## src/rtl/sort_pkg.sv

```systemverilog
// -----------------------------------------------------------------------------
// sort_pkg
// Shared definitions for both ends of the layer-sort handshake.
// It holds the frame constants, the bit positions of each frame field, the
// responder state enum and a few 4-bit helpers.
// The initiator side imports this same package.
// -----------------------------------------------------------------------------
package sort_pkg;

   localparam logic [15:0] SYNC    = 16'hBEEF;
   localparam logic [3:0]  HDR_REQ = 4'hA;
   localparam logic [3:0]  HDR_ACK = 4'h5;

   // frame layout: HDR | PWR | SRC_ID | DST_ID | SYNC
   localparam int HDR_MSB    = 31;
   localparam int HDR_LSB    = 28;
   localparam int PWR_MSB    = 27;
   localparam int PWR_LSB    = 24;
   localparam int SRC_MSB    = 23;
   localparam int SRC_LSB    = 20;
   localparam int DST_MSB    = 19;
   localparam int DST_LSB    = 16;
   localparam int SYNC_MSB   = 15;
   localparam int SYNC_LSB   = 0;

   typedef enum logic [2:0] {
      ST_IDLE,
      ST_LISTEN,
      ST_QUAL,
      ST_ACK,
      ST_DONE,
      ST_FAULT
   } sort_state_e;

   function automatic logic [3:0] sat_inc4(input logic [3:0] v);
      return (v == 4'hF) ? v : v + 4'd1;
   endfunction

   function automatic logic [3:0] max4(input logic [3:0] a, input logic [3:0] b);
      return (a > b) ? a : b;
   endfunction

   // The acknowledge frame carries our ID as source and ID+1 (mod 16) as
   // destination, so it passes the same consistency rule as a request.
   function automatic logic [31:0] ack_frame(input logic [3:0] pwr, input logic [3:0] id);
      logic [3:0] id_nxt;
      id_nxt = id + 4'd1;
      return {HDR_ACK, pwr, id, id_nxt, SYNC};
   endfunction

endpackage

```

## src/rtl/sort_frame_decode.sv

```systemverilog
// -----------------------------------------------------------------------------
// sort_frame_decode
// Purely combinational check of a received frame: the request header, the
// sync word, and DST_ID == SRC_ID + 1 (4-bit wrap).
// Ports:
//   frame_i   [31:0]  received inter-die word
//   valid_o           frame is a well-formed sort request
//   src_id_o  [3:0]   sender ID field
//   dst_id_o  [3:0]   candidate ID field
//   pwr_o     [3:0]   power field
// -----------------------------------------------------------------------------
module sort_frame_decode
   import sort_pkg::*;
(
   input  logic [31:0] frame_i,
   output logic        valid_o,
   output logic [3:0]  src_id_o,
   output logic [3:0]  dst_id_o,
   output logic [3:0]  pwr_o
);

   logic [3:0] src_nxt;

   assign src_id_o = frame_i[SRC_MSB:SRC_LSB];
   assign dst_id_o = frame_i[DST_MSB:DST_LSB];
   assign pwr_o    = frame_i[PWR_MSB:PWR_LSB];
   assign src_nxt  = src_id_o + 4'd1;

   assign valid_o = (frame_i[HDR_MSB:HDR_LSB] == HDR_REQ) &&
                    (frame_i[SYNC_MSB:SYNC_LSB] == SYNC) &&
                    (dst_id_o == src_nxt);

endmodule

```

## src/rtl/sort_responder.sv

```systemverilog
// -----------------------------------------------------------------------------
// sort_responder
// Upper-die end of the layer-sort handshake. The block qualifies request
// frames from the die below and adopts the carried chip ID. It then drives an
// acknowledge frame, re-acknowledges retransmissions, and flags illegal IDs.
// Optional build macro SORT_RESP_TIMEOUT_EN adds a LISTEN watchdog. After
// TIMEOUT_CYCLES cycles in LISTEN with no valid request, the block raises
// id_err and goes to FAULT.
// Ports:
//   clk, rst_n   clock, asynchronous active-low reset
//   en           responder enable (ignored once in DONE/FAULT)
//   data_in      inter-die receive bus
//   data_out     inter-die transmit bus, zero unless acknowledging
//   tx_out       high while an ack frame is on data_out
//   chip_id      adopted ID
//   id_valid     ID has been adopted
//   pwr_level    highest power field seen at accept / re-accept
//   id_err       sticky error: illegal ID, re-ack limit, or watchdog
//
// state     | meaning
// ----------+------------------------------------------------------------
// ST_IDLE   | disabled, waiting for en
// ST_LISTEN | waiting for a valid request frame
// ST_QUAL   | counting consecutive identical requests
// ST_ACK    | ack frame on the bus (output lags state by one cycle)
// ST_DONE   | ID adopted, watching for retransmissions
// ST_FAULT  | terminal error, only reset leaves
// -----------------------------------------------------------------------------
module sort_responder
   import sort_pkg::*;
#(
   parameter int unsigned MATCH_CYCLES   = 2,
   parameter int unsigned ACK_CYCLES     = 4,
   parameter int unsigned MAX_REACK      = 3,
   parameter int unsigned TIMEOUT_CYCLES = 1000
) (
   input  logic        clk,
   input  logic        rst_n,
   input  logic        en,
   input  logic [31:0] data_in,
   output logic [31:0] data_out,
   output logic        tx_out,
   output logic [3:0]  chip_id,
   output logic        id_valid,
   output logic [3:0]  pwr_level,
   output logic        id_err
);

   localparam logic [3:0] MATCH_N   = 4'(MATCH_CYCLES);
   localparam logic [3:0] ACK_LOAD  = 4'(ACK_CYCLES - 1);
   localparam logic [3:0] REACK_MAX = 4'(MAX_REACK);

   logic       req_valid;
   logic [3:0] req_src, req_dst, req_pwr;
   logic [7:0] req_key;

   sort_frame_decode u_decode (
      .frame_i  (data_in),
      .valid_o  (req_valid),
      .src_id_o (req_src),
      .dst_id_o (req_dst),
      .pwr_o    (req_pwr)
   );

   assign req_key = {req_src, req_dst};

   sort_state_e state_q, state_d;
   logic [7:0]  key_q, key_d;
   logic [3:0]  match_q, match_d;
   logic [3:0]  pwr_cap_q, pwr_cap_d;
   logic [3:0]  ack_cnt_q, ack_cnt_d;
   logic [3:0]  reack_q, reack_d;
   logic [3:0]  chip_q, chip_d;
   logic        idv_q, idv_d;
   logic [3:0]  pwr_lvl_q, pwr_lvl_d;
   logic        err_q, err_d;
   logic        tx_q, tx_d;
   logic [31:0] dout_q, dout_d;
   logic        accept;
   logic [3:0]  match_inc;
   logic [3:0]  pwr_max;

`ifdef SORT_RESP_TIMEOUT_EN
   localparam logic [15:0] WD_LOAD = 16'(TIMEOUT_CYCLES - 1);
   logic [15:0] wd_q, wd_d;
`else
   logic [31:0] timeout_unused;
   assign timeout_unused = TIMEOUT_CYCLES;
`endif

   assign match_inc = sat_inc4(match_q);
   assign pwr_max   = max4(pwr_cap_q, req_pwr);

   always_comb begin
      state_d   = state_q;
      key_d     = key_q;
      match_d   = match_q;
      pwr_cap_d = pwr_cap_q;
      ack_cnt_d = ack_cnt_q;
      reack_d   = reack_q;
      chip_d    = chip_q;
      idv_d     = idv_q;
      pwr_lvl_d = pwr_lvl_q;
      err_d     = err_q;
      accept    = 1'b0;
`ifdef SORT_RESP_TIMEOUT_EN
      wd_d      = WD_LOAD;
`endif

      unique case (state_q)
         ST_IDLE: begin
            if (en) state_d = ST_LISTEN;
         end
         ST_LISTEN: begin
            if (req_valid) begin
               key_d     = req_key;
               match_d   = 4'd1;
               pwr_cap_d = req_pwr;
               state_d   = ST_QUAL;
               accept    = (4'd1 >= MATCH_N);
            end
`ifdef SORT_RESP_TIMEOUT_EN
            else if (wd_q == '0) begin
               err_d   = 1'b1;
               state_d = ST_FAULT;
            end else begin
               wd_d = wd_q - 16'd1;
            end
`endif
         end
         ST_QUAL: begin
            if (!req_valid) begin
               match_d = '0;
               state_d = ST_LISTEN;
            end else if (req_key == key_q) begin
               match_d   = match_inc;
               pwr_cap_d = pwr_max;
               accept    = (match_inc >= MATCH_N);
            end else begin
               // a changed key restarts qualification on the new frame
               key_d     = req_key;
               match_d   = 4'd1;
               pwr_cap_d = req_pwr;
               accept    = (4'd1 >= MATCH_N);
            end
         end
         ST_ACK: begin
            if (ack_cnt_q == '0) state_d = ST_DONE;
            else                 ack_cnt_d = ack_cnt_q - 4'd1;
         end
         ST_DONE: begin
            if (req_valid && (req_dst == chip_q)) begin
               if (reack_q >= REACK_MAX) begin
                  err_d   = 1'b1;
                  state_d = ST_FAULT;
               end else begin
                  reack_d   = sat_inc4(reack_q);
                  pwr_lvl_d = max4(pwr_lvl_q, req_pwr);
                  ack_cnt_d = ACK_LOAD;
                  state_d   = ST_ACK;
               end
            end
         end
         ST_FAULT: ;
         default: state_d = ST_IDLE;
      endcase

      if (accept) begin
         match_d = '0;
         // ID 0 only arises when the sender sits at 4'hF and wrapped
         if (req_dst == 4'd0) begin
            err_d   = 1'b1;
            state_d = ST_FAULT;
         end else begin
            chip_d    = req_dst;
            idv_d     = 1'b1;
            pwr_lvl_d = pwr_cap_d;
            reack_d   = '0;
            ack_cnt_d = ACK_LOAD;
            state_d   = ST_ACK;
         end
      end

      if (!en && (state_q != ST_DONE) && (state_q != ST_FAULT)) begin
         state_d   = ST_IDLE;
         key_d     = '0;
         match_d   = '0;
         pwr_cap_d = '0;
         ack_cnt_d = '0;
         reack_d   = '0;
         chip_d    = '0;
         idv_d     = 1'b0;
         pwr_lvl_d = '0;
      end
   end

   // Transmit side follows the current state, so the ack lags the entry into
   // ACK by one cycle. Gating with en makes a mid-ACK disable clear the bus
   // together with the state.
   assign tx_d   = (state_q == ST_ACK) && en;
   assign dout_d = tx_d ? ack_frame(pwr_lvl_q, chip_q) : '0;

   always_ff @(posedge clk or negedge rst_n) begin
      if (!rst_n) begin
         state_q   <= ST_IDLE;
         key_q     <= '0;
         match_q   <= '0;
         pwr_cap_q <= '0;
         ack_cnt_q <= '0;
         reack_q   <= '0;
         chip_q    <= '0;
         idv_q     <= 1'b0;
         pwr_lvl_q <= '0;
         err_q     <= 1'b0;
         tx_q      <= 1'b0;
         dout_q    <= '0;
`ifdef SORT_RESP_TIMEOUT_EN
         wd_q      <= '0;
`endif
      end else begin
         state_q   <= state_d;
         key_q     <= key_d;
         match_q   <= match_d;
         pwr_cap_q <= pwr_cap_d;
         ack_cnt_q <= ack_cnt_d;
         reack_q   <= reack_d;
         chip_q    <= chip_d;
         idv_q     <= idv_d;
         pwr_lvl_q <= pwr_lvl_d;
         err_q     <= err_d;
         tx_q      <= tx_d;
         dout_q    <= dout_d;
`ifdef SORT_RESP_TIMEOUT_EN
         wd_q      <= wd_d;
`endif
      end
   end

   assign data_out  = dout_q;
   assign tx_out    = tx_q;
   assign chip_id   = chip_q;
   assign id_valid  = idv_q;
   assign pwr_level = pwr_lvl_q;
   assign id_err    = err_q;

endmodule

```

## config.mk

```make
export PLATFORM = sky130hd
export DESIGN_NAME = sort_responder
export DESIGN_NICKNAME = d
export VERILOG_FILES = /design/src/rtl/sort_pkg.sv /design/src/rtl/sort_frame_decode.sv /design/src/rtl/sort_responder.sv
export SDC_FILE = /design/constraint.sdc
export NUM_CORES = 1
export LEC_CHECK = 0
export ABC_AREA = 1
export BUFFER_PORTS_ARGS = -buffer_cell sky130_fd_sc_hd__buf_4
export CAP_MARGIN = 5
export CORE_ASPECT_RATIO = 0.75
export CORE_MARGIN = 10
export CORE_UTILIZATION = 34
export CTS_CLUSTER_DIAMETER = 120
export DETAILED_ROUTE_END_ITERATION = 7
export GPL_TIMING_DRIVEN = 0
export SKIP_LAST_GASP = 1
export SLEW_MARGIN = 20
export SYNTH_ARGS = -nofsm -noshare
export SYNTH_HDL_FRONTEND = slang
export SYNTH_SLANG_ARGS = --single-unit
```

## constraint.sdc

```tcl
create_clock -name clk -period 4.3 [get_ports clk]
set_clock_uncertainty 0.1 [all_clocks]
set_input_delay 0.86 -clock clk [delete_from_list [all_inputs] [get_ports clk]]
set_output_delay 0.86 -clock clk [all_outputs]
set_load 0.01 [all_outputs]
```

==> summary.md <==
| Metric | Value |
|---|---|
| Status | `completed` |
| Core Area | `9196 um2` |
| Antenna viol nets, final | `0` |
| Initial antenna violation count | `0` |
| Avg WL per Cell | `12.51 um` |
| Die area | `13,920 um2` |
| Total CTS buffers | `5` |
| Skew-Pair Late Insertion Delay | `0.29 ns` |
| M2 GR Usage | `18.88%` |
| Final Slew Violations | `0` |
| Grt peak-use layer | `met2` |
| I/O pin count | `78` |
| Total power draw | `1.529 mW` |
| Met3 usage | `3.445%` |
| # diodes | `0` |
| Fmax | `386.9 MHz` |
| Post-cts resize count | `0` |
| Layout cells sized above 1 | `22.14%` |
| Final worst-path cycle share | `60.11%` |
| Vias per cell | `4.437` |
| Final hold slack | `0.3964 ns` |
| Critical setup path kind | `input pin to flip-flop` |
| Final HPWL DP | `6.668 mm` |
| Req. time, crit path | `4.38 ns` |
| Clock-pin slew on the worst setup and hold paths | `0.07 ns` |
| Sequential share of the synthesized area | `38.48%` |
| Drt first-iter violations | `201` |
| Layout Cells excl Fill | `670` |
| H-tree depth | `2` |
| Setup repair after global routing missed its margin | `false` |
| GP Congestion | `0.8530` |
| Vias | `2,973` |
| Final instance area | `4134 um2` |
| Setup TNS | `0 ns` |
| Sw power | `533.0 uW` |
| Row count | `30` |
| Die height | `104.7 um` |
| Port buffer count | `72` |
| Final WL | `8.380 mm` |
| Total grt overflow | `0` |
| First-pass GRT wire length | `13.95 mm` |
| Worst slew pin tran | `0.6299 ns` |
| Comb pwr share | `32.9%` |
| CP Launch Type | `input pin` |
| Yosys cell types | `40` |
| Clock power frac | `29.5%` |
| Placed insts | `662` |
| # clock sinks | `50` |
| Synth Register Bits | `50` |
| Post-CTS Repair Setup Buffers | `0` |
| Max-cap violations | `0` |
| Switching Share | `34.85%` |
| CTS hold repair buffers | `0` |
| Int Pwr | `996.3 uW` |
| Synthesized area | `3252 um2` |
| Clock root cell | `clkbuf_16` |
| Leakage | `2.277 nW` |
| Initial Util | `35.36%` |
| Worst Setup End Kind | `flip-flop` |
| Power per cell area | `369.9 nW/um2` |
| WP data arrival | `2.67 ns` |
| Min cycle time layout | `2.585 ns` |
| Final setup vio count | `0` |
| Pre-antenna DRT Iters | `4` |
| Largest net degree at the start of global routing | `51` |
| Fin nets | `589` |
| Final hold violation count | `0` |
| Gate Count Post-Synth | `458` |
| Flop pwr share | `37.6%` |
| Worst slew margin | `58.01%` |
| Worst Hold Class | `flip-flop to flip-flop` |
| Drc violations | `0` |
| CTS tree | `built` |
| Synth warnings | `0` |
| Peak supply drop | `0.0001594 V` |
| GR Util met1 | `15.92%` |
| Total GRT Usage | `12.04%` |
| Die width | `132.9 um` |
| Commonest cells after routing, fill and taps aside | `nand2_1, buf_4, inv_1` |
| Area growth, synth to finish | `27.13%` |
| CP max FO | `10` |
| Commonest non-fill, non-tap cell in the layout | `nand2_1` |
| Vias in the first global route | `2,882` |
| Placed instance area | `3968 um2` |
| Clk buf depth | `2` |
| Avg Synthesized Cell Area | `7.100 um2` |
## final cells by class
cell class                 count  area (um2)
inverter                      79       296.5
sequential                    50        1251
clock buffer                   6       128.9
buffer                        25       177.7
tap                          128       160.2
clock inverter                 2       37.54
fill                         940        5062
multi-input combinational    308        1541
timing repair buffer          72       540.5
## state kept, by name (all words and copies together) (netlist names)
| register | cells |
|---|---|
| data_out | 13 |
| key_q | 8 |
| ack_cnt_q | 4 |
| chip_id | 4 |
| match_q | 4 |
| pwr_cap_q | 4 |
| pwr_level | 4 |
| reack_q | 4 |
| state_q | 3 |
| id_err | 1 |
| id_valid | 1 |
## metal layers
layer  share of wire, %  vias to the layer above
met1                 48                     1348
met2                 44                       68
met5                  0                        -
met3                6.7                        4
li1                   -                     1553
met4               0.42                        0
## worst max-delay path, cell delays in order
cell	delay, ns
buf_4	0.14
ha_1	0.30
inv_1	0.04
nand2_1	0.05
nand2_1	0.06
nor2_1	0.09
nand2_1	0.09
nor2_4	0.15
nand2_2	0.13
nor2_4	0.17
nand3_4	0.18
nand2_4	0.16
buf_6	0.17
a21oi_2	0.07
## synthesized netlist by cell type, drive strengths merged
library cell / count / area share [%]
nand3: 24 / 4.1
or2: 3 / 0.58
conb: 1 / 0.12
inv: 79 / 9.1
a21oi: 19 / 3.4
o211ai: 1 / 0.23
nand4: 6 / 1.3
a22oi: 1 / 0.23
clkbuf: 3 / 0.35
buf: 22 / 5.1
nand3b: 2 / 0.46
xor2: 6 / 1.6
nor2: 68 / 8.5
a21boi: 1 / 0.23
nand2: 125 / 15
o221ai: 1 / 0.27
o21ai: 20 / 3.1
o21a: 1 / 0.23
o21bai: 1 / 0.23
nor3: 3 / 0.62
a31oi: 2 / 0.38
ha: 13 / 5.0
mux2i: 1 / 0.31
dfrtp: 50 / 38
xnor2: 3 / 0.81
a32oi: 1 / 0.27
nor4: 1 / 0.19
## power groups by stage
stage | Clock (mW) | Sequential (mW) | Combinational (mW)
after floorplan | 0 | 0.579 | 0.332
after global placement | 0 | 0.582 | 0.492
after detailed placement | 0 | 0.583 | 0.504
after CTS | 0.462 | 0.574 | 0.507
after global routing | 0.479 | 0.584 | 0.580
final | 0.452 | 0.574 | 0.503
## logic make-up (layout without fill, tap and decap cells)
kind of cell	after synthesis	in the layout	share of synthesized area [%]
and+or+nand+nor	232	232	30.55
buffers and inverters	104	184	14.58
DFF	50	50	38.48
AOI/OAI and AO/OA	48	48	8.542
adders and majority gates	13	13	5.002
xor gates and xnor gates	9	9	2.424
other	1	5	0.1153
muxes	1	1	0.3078
## final timing paths
| path | cells past startpoint | from | to | slack (ns) |
|---|---|---|---|---|
| worst max-delay path | 14 | data_in[20] | pwr_level[1] | 1.72 |
| worst min-delay path | 2 | key_q[1] | key_q[1] | 0.40 |
| worst max register to register | 9 | state_q[2] | key_q[5] | 2.16 |
| worst min register to register | 2 | key_q[1] | key_q[1] | 0.40 |
| max in group asynchronous | 1 | rst_n | pwr_cap_q[0] | 3.19 |
| min in group asynchronous | 1 | rst_n | key_q[5] | 0.48 |
## metrics by stage
stage | util (%) | setup slack, ns
after floorplan | - | 1.851
after global placement | 43.14 | 1.445
final | 44.95 | 1.715
after detailed placement | 43.14 | 1.413
after global routing | 44.95 | 1.519
after CTS | 44.95 | 1.711
Note: power is estimated with default switching activity, not from simulation.
